`src/rtl/vector_pkg.sv`:
```
// vector_pkg: shared fixed-point and pixel types for the ray marcher and its
// downstream shading stage.
//   fixed_t    : signed Q16.16 distance
//   FRAC_BITS  : fractional bits of fixed_t
//   MAX_DIST_Q : miss threshold (100.0), shared so marcher and shader agree
//   rgb_t      : 24-bit pixel {r, g, b}
//   pix_t      : pixel plus stream tags, as carried by the output slice
package vector_pkg;

  localparam int unsigned FRAC_BITS = 16;

  typedef logic signed [31:0] fixed_t;

  localparam logic [31:0] MAX_DIST_Q = 32'h0064_0000;

  typedef struct packed {
    logic [7:0] r;
    logic [7:0] g;
    logic [7:0] b;
  } rgb_t;

  typedef struct packed {
    rgb_t rgb;
    logic user;
    logic last;
  } pix_t;

  localparam int unsigned PIX_W = $bits(pix_t);

endpackage

```
`src/rtl/stream_skid.sv`:
```
// stream_skid: generic 2-entry valid/ready register slice.
// Ports:
//   clk, rst           : clock, synchronous active-high reset
//   in_valid/in_ready  : upstream handshake (in_ready is a flop output)
//   in_data            : upstream payload, WIDTH bits
//   out_valid/out_ready: downstream handshake
//   out_data           : downstream payload, held stable while stalled
module stream_skid #(
  parameter int unsigned WIDTH = 8
) (
  input  logic             clk,
  input  logic             rst,
  input  logic             in_valid,
  output logic             in_ready,
  input  logic [WIDTH-1:0] in_data,
  output logic             out_valid,
  input  logic             out_ready,
  output logic [WIDTH-1:0] out_data
);

  logic             skid_valid;
  logic [WIDTH-1:0] skid_data;
  logic             in_fire;

  // Ready only reflects the spare entry, so it never sees out_ready directly.
  assign in_ready = !skid_valid;
  assign in_fire  = in_valid && !skid_valid;

  // Main register feeds the output; the spare entry absorbs one beat on a stall.
  always_ff @(posedge clk) begin
    if (rst) begin
      out_valid  <= 1'b0;
      out_data   <= '0;
      skid_valid <= 1'b0;
      skid_data  <= '0;
    end else if (!out_valid || out_ready) begin
      if (skid_valid) begin
        out_valid  <= 1'b1;
        out_data   <= skid_data;
        skid_valid <= 1'b0;
      end else begin
        out_valid <= in_fire;
        if (in_fire) begin
          out_data <= in_data;
        end
      end
    end else if (in_fire) begin
      skid_valid <= 1'b1;
      skid_data  <= in_data;
    end
  end

endmodule

```
`src/rtl/dist_shader.sv`:
```
// dist_shader: converts marched Q16.16 distances (raster order) into 24-bit
// RGB pixels on a valid/ready stream with start-of-frame and end-of-line tags.
// Ports:
//   clk, rst              : clock, synchronous active-high reset
//   in_valid/in_ready     : distance input handshake (in_ready registered)
//   in_distance[31:0]     : signed Q16.16 ray distance
//   out_valid/out_ready   : pixel output handshake
//   out_data[23:0]        : {R, G, B}
//   out_user              : first pixel of frame
//   out_last              : last pixel of line
// Build option: DIST_SHADER_TINT_EN selects depth tint (R=grey, G=grey>>1,
// B=255-grey) for hits instead of plain grey.
module dist_shader #(
  parameter int unsigned X_SIZE      = 640,
  parameter int unsigned Y_SIZE      = 480,
  parameter logic [31:0] MAX_DIST_Q  = vector_pkg::MAX_DIST_Q,
  parameter int unsigned SHADE_SHIFT = 15,
  parameter logic [23:0] BG_COLOUR   = 24'h000000
) (
  input  logic        clk,
  input  logic        rst,
  input  logic        in_valid,
  output logic        in_ready,
  input  logic [31:0] in_distance,
  output logic        out_valid,
  input  logic        out_ready,
  output logic [23:0] out_data,
  output logic        out_user,
  output logic        out_last
);

  import vector_pkg::*;

  localparam int unsigned XW = (X_SIZE > 1) ? $clog2(X_SIZE) : 1;
  localparam int unsigned YW = (Y_SIZE > 1) ? $clog2(Y_SIZE) : 1;
  localparam logic [XW-1:0] X_LAST = XW'(X_SIZE - 1);
  localparam logic [YW-1:0] Y_LAST = YW'(Y_SIZE - 1);

  logic          in_fire;
  logic          out_fire;
  logic [1:0]    occ;
  logic [1:0]    occ_next;
  logic [1:0]    skid_cnt;

  fixed_t        dist_s;
  logic [31:0]   dist_u;
  logic [31:0]   shifted;
  logic [7:0]    grey;
  logic          hit;
  rgb_t          shade_c;

  logic          s1_valid;
  rgb_t          s1_rgb;
  logic          skid_in_ready;

  logic [XW-1:0] x, nx1, nx2, tx;
  logic [YW-1:0] y, ny1, ny2, ty;
  pix_t          skid_in;
  pix_t          skid_out;

  assign in_fire  = in_valid && in_ready;
  assign out_fire = out_valid && out_ready;

  // Shade: clamp negatives, threshold for miss, saturate the full shifted value.
  always_comb begin
    dist_s  = fixed_t'(in_distance);
    dist_u  = (dist_s < 32'sd0) ? 32'd0 : in_distance;
    hit     = dist_u < MAX_DIST_Q;
    shifted = dist_u >> SHADE_SHIFT;
    grey    = (shifted > 32'd255) ? 8'd0 : 8'(32'd255 - shifted);
    shade_c = rgb_t'(BG_COLOUR);
    if (hit) begin
`ifdef DIST_SHADER_TINT_EN
      shade_c.r = grey;
      shade_c.g = {1'b0, grey[7:1]};
      shade_c.b = 8'hFF - grey;
`else
      shade_c.r = grey;
      shade_c.g = grey;
      shade_c.b = grey;
`endif
    end
  end

  // Stage 1 register; hands off to the output slice whenever it has room.
  always_ff @(posedge clk) begin
    if (rst) begin
      s1_valid <= 1'b0;
      s1_rgb   <= '0;
    end else if (in_fire) begin
      s1_valid <= 1'b1;
      s1_rgb   <= shade_c;
    end else if (skid_in_ready) begin
      s1_valid <= 1'b0;
    end
  end

  // Occupancy of stage 1 plus both slice entries. Ready is pre-computed for
  // the next cycle: at most 3 pixels held, and a third is only admitted while
  // the sink was draining, so a stall from empty stops intake after 2.
  always_comb begin
    occ_next = occ + 2'(in_fire) - 2'(out_fire);
    skid_cnt = occ - 2'(s1_valid);
  end

  // Pixels already in the slice sit at (x,y) and its successor, so the one
  // entering takes the position skid_cnt steps ahead of the output counters.
  always_comb begin
    nx1 = (x == X_LAST) ? '0 : x + XW'(1);
    ny1 = (x == X_LAST) ? ((y == Y_LAST) ? '0 : y + YW'(1)) : y;
    nx2 = (nx1 == X_LAST) ? '0 : nx1 + XW'(1);
    ny2 = (nx1 == X_LAST) ? ((ny1 == Y_LAST) ? '0 : ny1 + YW'(1)) : ny1;
    case (skid_cnt)
      2'd0:    begin tx = x;   ty = y;   end
      2'd1:    begin tx = nx1; ty = ny1; end
      default: begin tx = nx2; ty = ny2; end
    endcase
    skid_in.rgb  = s1_rgb;
    skid_in.user = (tx == '0) && (ty == '0);
    skid_in.last = (tx == X_LAST);
  end

  // Occupancy, registered ready, and output-side raster counters.
  always_ff @(posedge clk) begin
    if (rst) begin
      occ      <= 2'd0;
      in_ready <= 1'b1;
      x        <= '0;
      y        <= '0;
    end else begin
      occ      <= occ_next;
      in_ready <= (occ_next != 2'd3) && (!occ_next[1] || out_ready);
      if (out_fire) begin
        x <= nx1;
        y <= ny1;
      end
    end
  end

  stream_skid #(
    .WIDTH (PIX_W)
  ) u_skid (
    .clk       (clk),
    .rst       (rst),
    .in_valid  (s1_valid),
    .in_ready  (skid_in_ready),
    .in_data   (skid_in),
    .out_valid (out_valid),
    .out_ready (out_ready),
    .out_data  (skid_out)
  );

  assign out_data = skid_out.rgb;
  assign out_user = skid_out.user;
  assign out_last = skid_out.last;

endmodule
```
`config.mk`:
```
export PLATFORM = sky130hd
export DESIGN_NAME = dist_shader
export DESIGN_NICKNAME = d
export VERILOG_FILES = /design/src/rtl/vector_pkg.sv /design/src/rtl/stream_skid.sv /design/src/rtl/dist_shader.sv
export SDC_FILE = /design/constraint.sdc
export NUM_CORES = 1
export LEC_CHECK = 0
export BUFFER_PORTS_ARGS = -buffer_cell sky130_fd_sc_hd__buf_2
export CORE_MARGIN = 4
export CORE_UTILIZATION = 50
export CTS_CLUSTER_SIZE = 14
export DETAILED_ROUTE_END_ITERATION = 16
export HOLD_SLACK_MARGIN = 0.12
export PLACE_DENSITY = 0.71
export SLEW_MARGIN = 20
export SYNTH_ARGS = -nofsm -noshare
export SYNTH_HDL_FRONTEND = slang
export SYNTH_HIERARCHICAL = 1
export SYNTH_SLANG_ARGS = --single-unit
```
`constraint.sdc`:
```
create_clock -name clk -period 4.28 [get_ports clk]
set_clock_uncertainty 0.05 [all_clocks]
set_input_delay 0.856 -clock clk [delete_from_list [all_inputs] [get_ports clk]]
set_output_delay 0.856 -clock clk [all_outputs]
set_load 0.05 [all_outputs]
```
==> results of run 1 <==
==> final cells by class <==
class	instances	area (µm²)	area share
flip-flops and latches	85	1700	0.320
repair buffers	62	345	0.0649
inverters	12	45.0	0.00846
well taps	129	161	0.0303
multi-input cells	436	2870	0.539
clock buffers	9	124	0.0233
clock inverters	7	75.1	0.0141
==> cells in the final DEF (no fill, tap or decap), types with 4 or more instances in the layout <==
| master | synthesis | final |
|---|---|---|
| buf_2 | 14 | 48 |
| nor3_1 | 14 | 14 |
| buf_4 | 5 | 14 |
| nand2_1 | 76 | 76 |
| xnor2_1 | 11 | 11 |
| a21oi_1 | 90 | 90 |
| nor4_1 | 6 | 6 |
| nand4_1 | 9 | 9 |
| ha_1 | 6 | 6 |
| nor2b_1 | 5 | 5 |
| nor2_1 | 38 | 38 |
| clkbuf_8 | 0 | 9 |
| or3_1 | 7 | 7 |
| o21ai_1 | 4 | 4 |
| nor3b_1 | 4 | 4 |
| nand3_1 | 11 | 11 |
| a211oi_1 | 16 | 16 |
| o21ai_0 | 9 | 9 |
| and3_1 | 4 | 4 |
| a211oi_2 | 20 | 20 |
| dfxtp_1 | 85 | 85 |
| a31oi_1 | 6 | 6 |
| mux2i_1 | 31 | 31 |
| xor2_1 | 11 | 11 |
| inv_1 | 12 | 12 |
==> worst max-delay path, cell delays in order (launching register included) <==
cell	delay [ns]
dfxtp_1	0.46
ha_1	0.37
nand3b_1	0.29
or4_4	0.65
nor3_1	0.26
mux2i_1	0.33
nand4_1	0.19
o21ai_0	0.23
nand4_1	0.14
nor4_1	0.36
mux2i_1	0.15
a211oi_2	0.22
==> stage by stage <==
stage | cells | total power (µW) | instance area (µm²) | util | hold WS [ns]
2_1_floorplan | 581 | 1260 | 4850 | - | 0.386
3_3_place_gp | 724 | 1360 | 5120 | 0.549 | 0.391
3_5_place_dp | 724 | 1370 | 5120 | 0.549 | 0.396
4_1_cts | 740 | 1940 | 5320 | 0.571 | 0.410
5_1_grt | 740 | 2020 | 5320 | 0.571 | 0.429
6_report | 740 | 1920 | 5320 | 0.571 | 0.409
==> registers in the layout, summed over array words and instances, names as in the netlist <==
| signal | flops |
|---|---|
| occ | 2 |
| y | 9 |
| in_ready | 1 |
| x | 10 |
| u_skid/out_data | 26 |
| s1_rgb | 8 |
| u_skid/skid_data | 26 |
| u_skid/skid_valid | 1 |
| u_skid/out_valid | 1 |
| s1_valid | 1 |
==> synth_stat cells (4+ instances only) <==
master and n:
nand3_1 11, clkbuf_1 22, o21ai_1 4, nor4_1 6
buf_4 5, o21ai_0 9, nor2_1 38, inv_1 12
xor2_1 11, a21oi_1 90, nor3_1 14, ha_1 6
a31oi_1 6, or3_1 7, a211oi_2 20, buf_6 4
nor3b_1 4, xnor2_1 11, nand2_1 76, and3_1 4
nor2b_1 5, mux2i_1 31, nand4_1 9, dfxtp_1 85
buf_2 14, a211oi_1 16
==> where the power goes <==
group          switching [µW]  total [µW]  leakage (µW)  internal (µW)
Clock                     338         567     0.0000981            230
Sequential               45.9         884      0.000692            838
Combinational             320         469       0.00102            149
Total                     703        1920       0.00181           1220
==> metal layers <==
metal  up-vias  GRT usage
met1      1994      0.302
li1       2159          -
met2       134      0.316
met5         -          0
met3         8     0.0364
met4         0     0.0575
==> cells by family (layout without fill, tap and decap cells) <==
logic type | count (synthesis) | after routing | synth area share
AOI/OAI and AO/OA | 172 | 172 | 0.245
xor gates and xnor gates | 22 | 22 | 0.0397
adders and majority gates | 6 | 6 | 0.0155
buffers and inverters | 60 | 90 | 0.0601
DFF | 85 | 85 | 0.351
muxes | 31 | 31 | 0.0640
and+or+nand+nor | 205 | 205 | 0.225
==> path summary, 6_finish.rpt <==
path / startpoint / to / cells after the start
setup reg to reg: x[0] / u_skid/out_data[1] / 11
setup / recovery: x[0] / u_skid/out_data[1] / 11
hold reg to reg: u_skid/skid_data[19] / u_skid/skid_data[19] / 2
hold / removal: u_skid/skid_data[19] / u_skid/skid_data[19] / 2
==> flow_summary.toml, run 1 <==
[outcome]
status = "finished clean"

[clock_network]
clockBufferDepth = 2
clkLatencyLatePin_ns = 0.37
htree_num_levels = 3
clock-root-buffer = "clkbuf_8"
holdBufCountCts = 0
postCtsSetupRepairBufs = 0
cts_resized = 0
path_clk_slew_ns = 0.10
cts.sinks = 85
cts_tree = "built"
numCtsBuffers = 9

[floorplan]
start_util = 0.520
die_h_um = 106
placementRows = 35
die_w_um = 106
core_area_um2 = 9330
dieArea_um2 = 11300
ioPinCount = 64

[yosys]
synth_area_per_cell_um2 = 8.34
synth_nets = 623
synth_top_flop_cell = "dfxtp_1"
syn_inst = 581
synth_cell_types = 70
syn_area_um2 = 4850
async_flop_share = 0
synth_seq_area_share = 0.351
yosysWarnings = 6
ys_seq_elements = 85
synth.area.top_cells = "dfxtp_1 (35%), a21oi_1 (9.3%), mux2i_1 (6.4%)"
synth_edf_count = 0
synth_top_area_frac = 0.351
yosys.area.top_type = "dfxtp_1"

[placed_design]
dp_slack_ns = 0.557
port_buffers = 48
place_congestion = 0.905
hpwl_um = 7950

[sta]
setup_tns_ns = 0
maxSlewHeadroom = 0.267
setup_viol = 0
min_period_ns = 3.77
fmax_mhz = 265
hold_viol_final = 0
worst_pin_slew_ns = 1.10
rsz0062_at_grt = "false"
setup_ws_ns = 0.506
period_share = 0.882
timing.final.max_slew_violations = 0

[global_route]
grt_pass1_vias = 3938
globalRoute.totalOverflow = 0
grt_pass1_wl_um = 19500
track_usage = 0.208
antenna_found_initial = 0
grt_max_degree = 56

[detailed_routing]
wirelength_met1_um = 5530
wl_met3_um = 648
ant_nets = 0
wirelength_um = 11400
dr.max_layer_used = "met4"
vias_per_cell = 5.80
drt-pass1-iter-count = 5
first_iter_violations = 257
drc = 0
met2WireLength_um = 5150
dr_total_vias = 4295
wl_per_cell_um = 15.5

[critical_path]
ff2ff_setup_slack_ns = 0.51
crit_arrival_ns = 4.01
setup.worst_path.end_class = "flop"
critical_path_peak_fanout = 12
start_kind = "flop"
required_ns = 4.52
critPathKind = "reg2reg"

[finish]
fill_cells = 877
nets = 648
diodes = 0
drive_above_1_share = 0.190
syn_to_final_growth_pct = 9.78

[power_and_ir_drop]
power.density_nw_per_um2 = 361
leakagePower_uw = 0.00181
ir_drop_v = 0.000210

[hold_path]
min_path_type = "reg2reg"

[job]
maxCapViolCount = 0
(Power assumes the default switching activity.)
==> inputs of run 2 (changes only) <==
--- a/config.mk
+++ b/config.mk
@@ -5,13 +5,15 @@
 export SDC_FILE = /design/constraint.sdc
 export NUM_CORES = 1
 export LEC_CHECK = 0
+export ABC_AREA = 1
 export BUFFER_PORTS_ARGS = -buffer_cell sky130_fd_sc_hd__buf_2
 export CORE_MARGIN = 4
 export CORE_UTILIZATION = 50
 export CTS_CLUSTER_SIZE = 14
 export DETAILED_ROUTE_END_ITERATION = 16
 export HOLD_SLACK_MARGIN = 0.12
-export PLACE_DENSITY = 0.71
+export PLACE_DENSITY = 0.7
+export SETUP_SLACK_MARGIN = 0.2
 export SLEW_MARGIN = 20
 export SYNTH_ARGS = -nofsm -noshare
 export SYNTH_HDL_FRONTEND = slang
==> run 2 against run 1 <==
Synthesized cell count increased by 46%; critical endpoint unchanged; largest cell class unchanged; hold slack improved by 0.029 ns; global-route usage grew 0.36 points; cell area is 4.7% higher; setup slack gained 0.66 ns.
==> flow_summary.toml, run 2 <==
[sta]
setup_ws_ns = 1.16
fmax_mhz = 321
setup_tns_ns = 0
timing.final.max_slew_violations = 0
period_share = 0.728
rsz0062_at_grt = "false"
worst_pin_slew_ns = 0.901
hold_viol_final = 0
setup_viol = 0
maxSlewHeadroom = 0.398
min_period_ns = 3.12

[finish]
reg.largest.list = "u_skid/out_data: 26 flops, u_skid/skid_data: 26 flops, x: 10 flops"
design_area_um2 = 5570
final_cell_mix = "nand2_1 (253), nor2_1 (139), inv_1 (107)"
fill_cells = 1050
syn_to_final_growth_pct = 6.96
diodes = 0
drive_above_1_share = 0.124
final_common_cell = "nand2_1"
nets = 916

[critical_path]
setup.worst_path.end_class = "flop"
start_kind = "flop"
required_ns = 4.53
crit_arrival_ns = 3.37
critical_path_peak_fanout = 21
critPathKind = "reg2reg"

[yosys]
synth_top_area_frac = 0.327
async_flop_share = 0
syn_inst = 849
yosys.area.top_type = "dfxtp_1"
synthMostInstantiatedCell = "nand2_1"
synth_area_per_cell_um2 = 6.14
synth_seq_area_share = 0.327
ys_seq_elements = 85
synth_nets = 891
synth_edf_count = 0
synth_top_flop_cell = "dfxtp_1"
synth_commonest_cells = "nand2_1 (253), nor2_1 (139), inv_1 (107)"
yosysWarnings = 6
synth.area.top_cells = "dfxtp_1 (33%), nand2_1 (18%), nor2_1 (10%)"
synth_cell_types = 36
syn_area_um2 = 5210

[job]
maxCapViolCount = 0

[power_and_ir_drop]
seq_power_share = 0.433
leakagePower_uw = 0.00266
p_comb_frac = 0.310
p_sw_uw = 816
power.density_nw_per_um2 = 372
switching_share = 0.394
clkPwrFrac = 0.257
ir_drop_v = 0.000192
p_int_uw = 1250

[clock_network]
cts_resized = 0
cts_tree = "built"
holdBufCountCts = 0
clock-root-buffer = "clkbuf_8"
postCtsSetupRepairBufs = 0
htree_num_levels = 3
cts.sinks = 85
clkLatencyLatePin_ns = 0.36
numCtsBuffers = 9
clockBufferDepth = 2
path_clk_slew_ns = 0.09

[global_route]
globalRoute.totalOverflow = 0
track_usage = 0.211
antenna_found_initial = 0
grt_pass1_wl_um = 20900
grt_pass1_vias = 4760
grt_max_degree = 54

[detailed_routing]
vias_per_cell = 5.06
drt-pass1-iter-count = 5
wl_per_cell_um = 11.9
first_iter_violations = 254
drc = 0
wirelength_um = 12100
dr_total_vias = 5140
ant_nets = 0

[hold_path]
min_path_type = "reg2reg"

[floorplan]
ioPinCount = 64
dieArea_um2 = 12100
die_h_um = 110
core_area_um2 = 10200
die_w_um = 110
start_util = 0.509
placementRows = 37

[placed_design]
dp_slack_ns = 1.22
hpwl_um = 8350
place_congestion = 0.846
dpl-instance-area_um2 = 5400
port_buffers = 48

[outcome]
status = "finished clean"
==> run 2: changes by cell type after synthesis, moves of 11 or more <==
| cell | delta |
|---|---|
| a211oi_1 | -16 |
| a211oi_2 | -20 |
| a21oi_1 | -58 |
| clkbuf_1 | -11 |
| inv_1 | +95 |
| mux2i_1 | -31 |
| nand2_1 | +177 |
| nand3_1 | +48 |
| nor2_1 | +101 |
| nor3_1 | -13 |
| o21ai_0 | +44 |
==> run 2: power groups by stage <==
stage / Clock [µW] / Sequential [µW] / Combinational [µW]
5_1_grt: 576 / 905 / 728
3_3_place_gp: 0 / 913 / 631
2_1_floorplan: 0 / 1010 / 422
3_5_place_dp: 0 / 916 / 638
6_report: 531 / 897 / 642
4_1_cts: 547 / 897 / 642
==> run 2: worst paths after layout <==
check	start	to	slack, ns	cells after the start
max	x[1]	u_skid/out_data[1]	1.16	19
min	u_skid/skid_data[25]	u_skid/skid_data[25]	0.44	2
max reg2reg	x[1]	u_skid/out_data[1]	1.16	19
min reg2reg	u_skid/skid_data[25]	u_skid/skid_data[25]	0.44	2
==> run 2: final cells by class <==
cell class,instances,area (µm²),area share
repair buffers,50,255,0.0458
flip-flops and latches,85,1700,0.305
clock inverters,6,46.3,0.00831
clock buffers,10,128,0.0229
multi-input cells,611,2830,0.507
well taps,136,170,0.0305
inverters,117,445,0.0799
==> run 2: cell families after synthesis <==
group | after synthesis | share of synthesized area
AO/OA/AOI/OAI | 100 | 0.104
buffers and inverters | 153 | 0.131
adder cells (fa/ha/maj) | 6 | 0.0144
AND/OR/NAND/NOR | 497 | 0.411
XOR/XNOR | 8 | 0.0134
flip-flops | 85 | 0.327
==> run 2: layer usage <==
metal | share of wire | global-route usage
met1 | 0.48 | 0.282
met2 | 0.45 | 0.346
met3 | 0.060 | 0.0448
met4 | 0.011 | 0.0570
met5 | 0 | 0
==> run 2: worst max-delay path: stages, from the launching register on <==
cell     delay, ns
dfxtp_1       0.44
ha_1          0.30
nand2_2       0.12
nor2_4        0.19
nand3_4       0.30
nand3_2       0.27
nand2_1       0.09
nor2_2        0.10
nand3_2       0.22
nand2_1       0.13
nand2_1       0.05
nand2_1       0.10
nand2_1       0.06
nor2_1        0.11
nand3_1       0.09
nor2_1        0.09
inv_1         0.06
o21ai_0       0.14
nor2_1        0.06
nor2_1        0.12
==> run 2: metrics by stage <==
step                      cells  utilization  hold WS (ns)  total power [µW]
after floorplan             849            -         0.404              1430
after global placement      999        0.528         0.413              1540
after detailed placement    999        0.528         0.422              1550
after CTS                  1015        0.545         0.439              2090
after global routing       1015        0.545         0.461              2210
final                      1015        0.545         0.439              2070
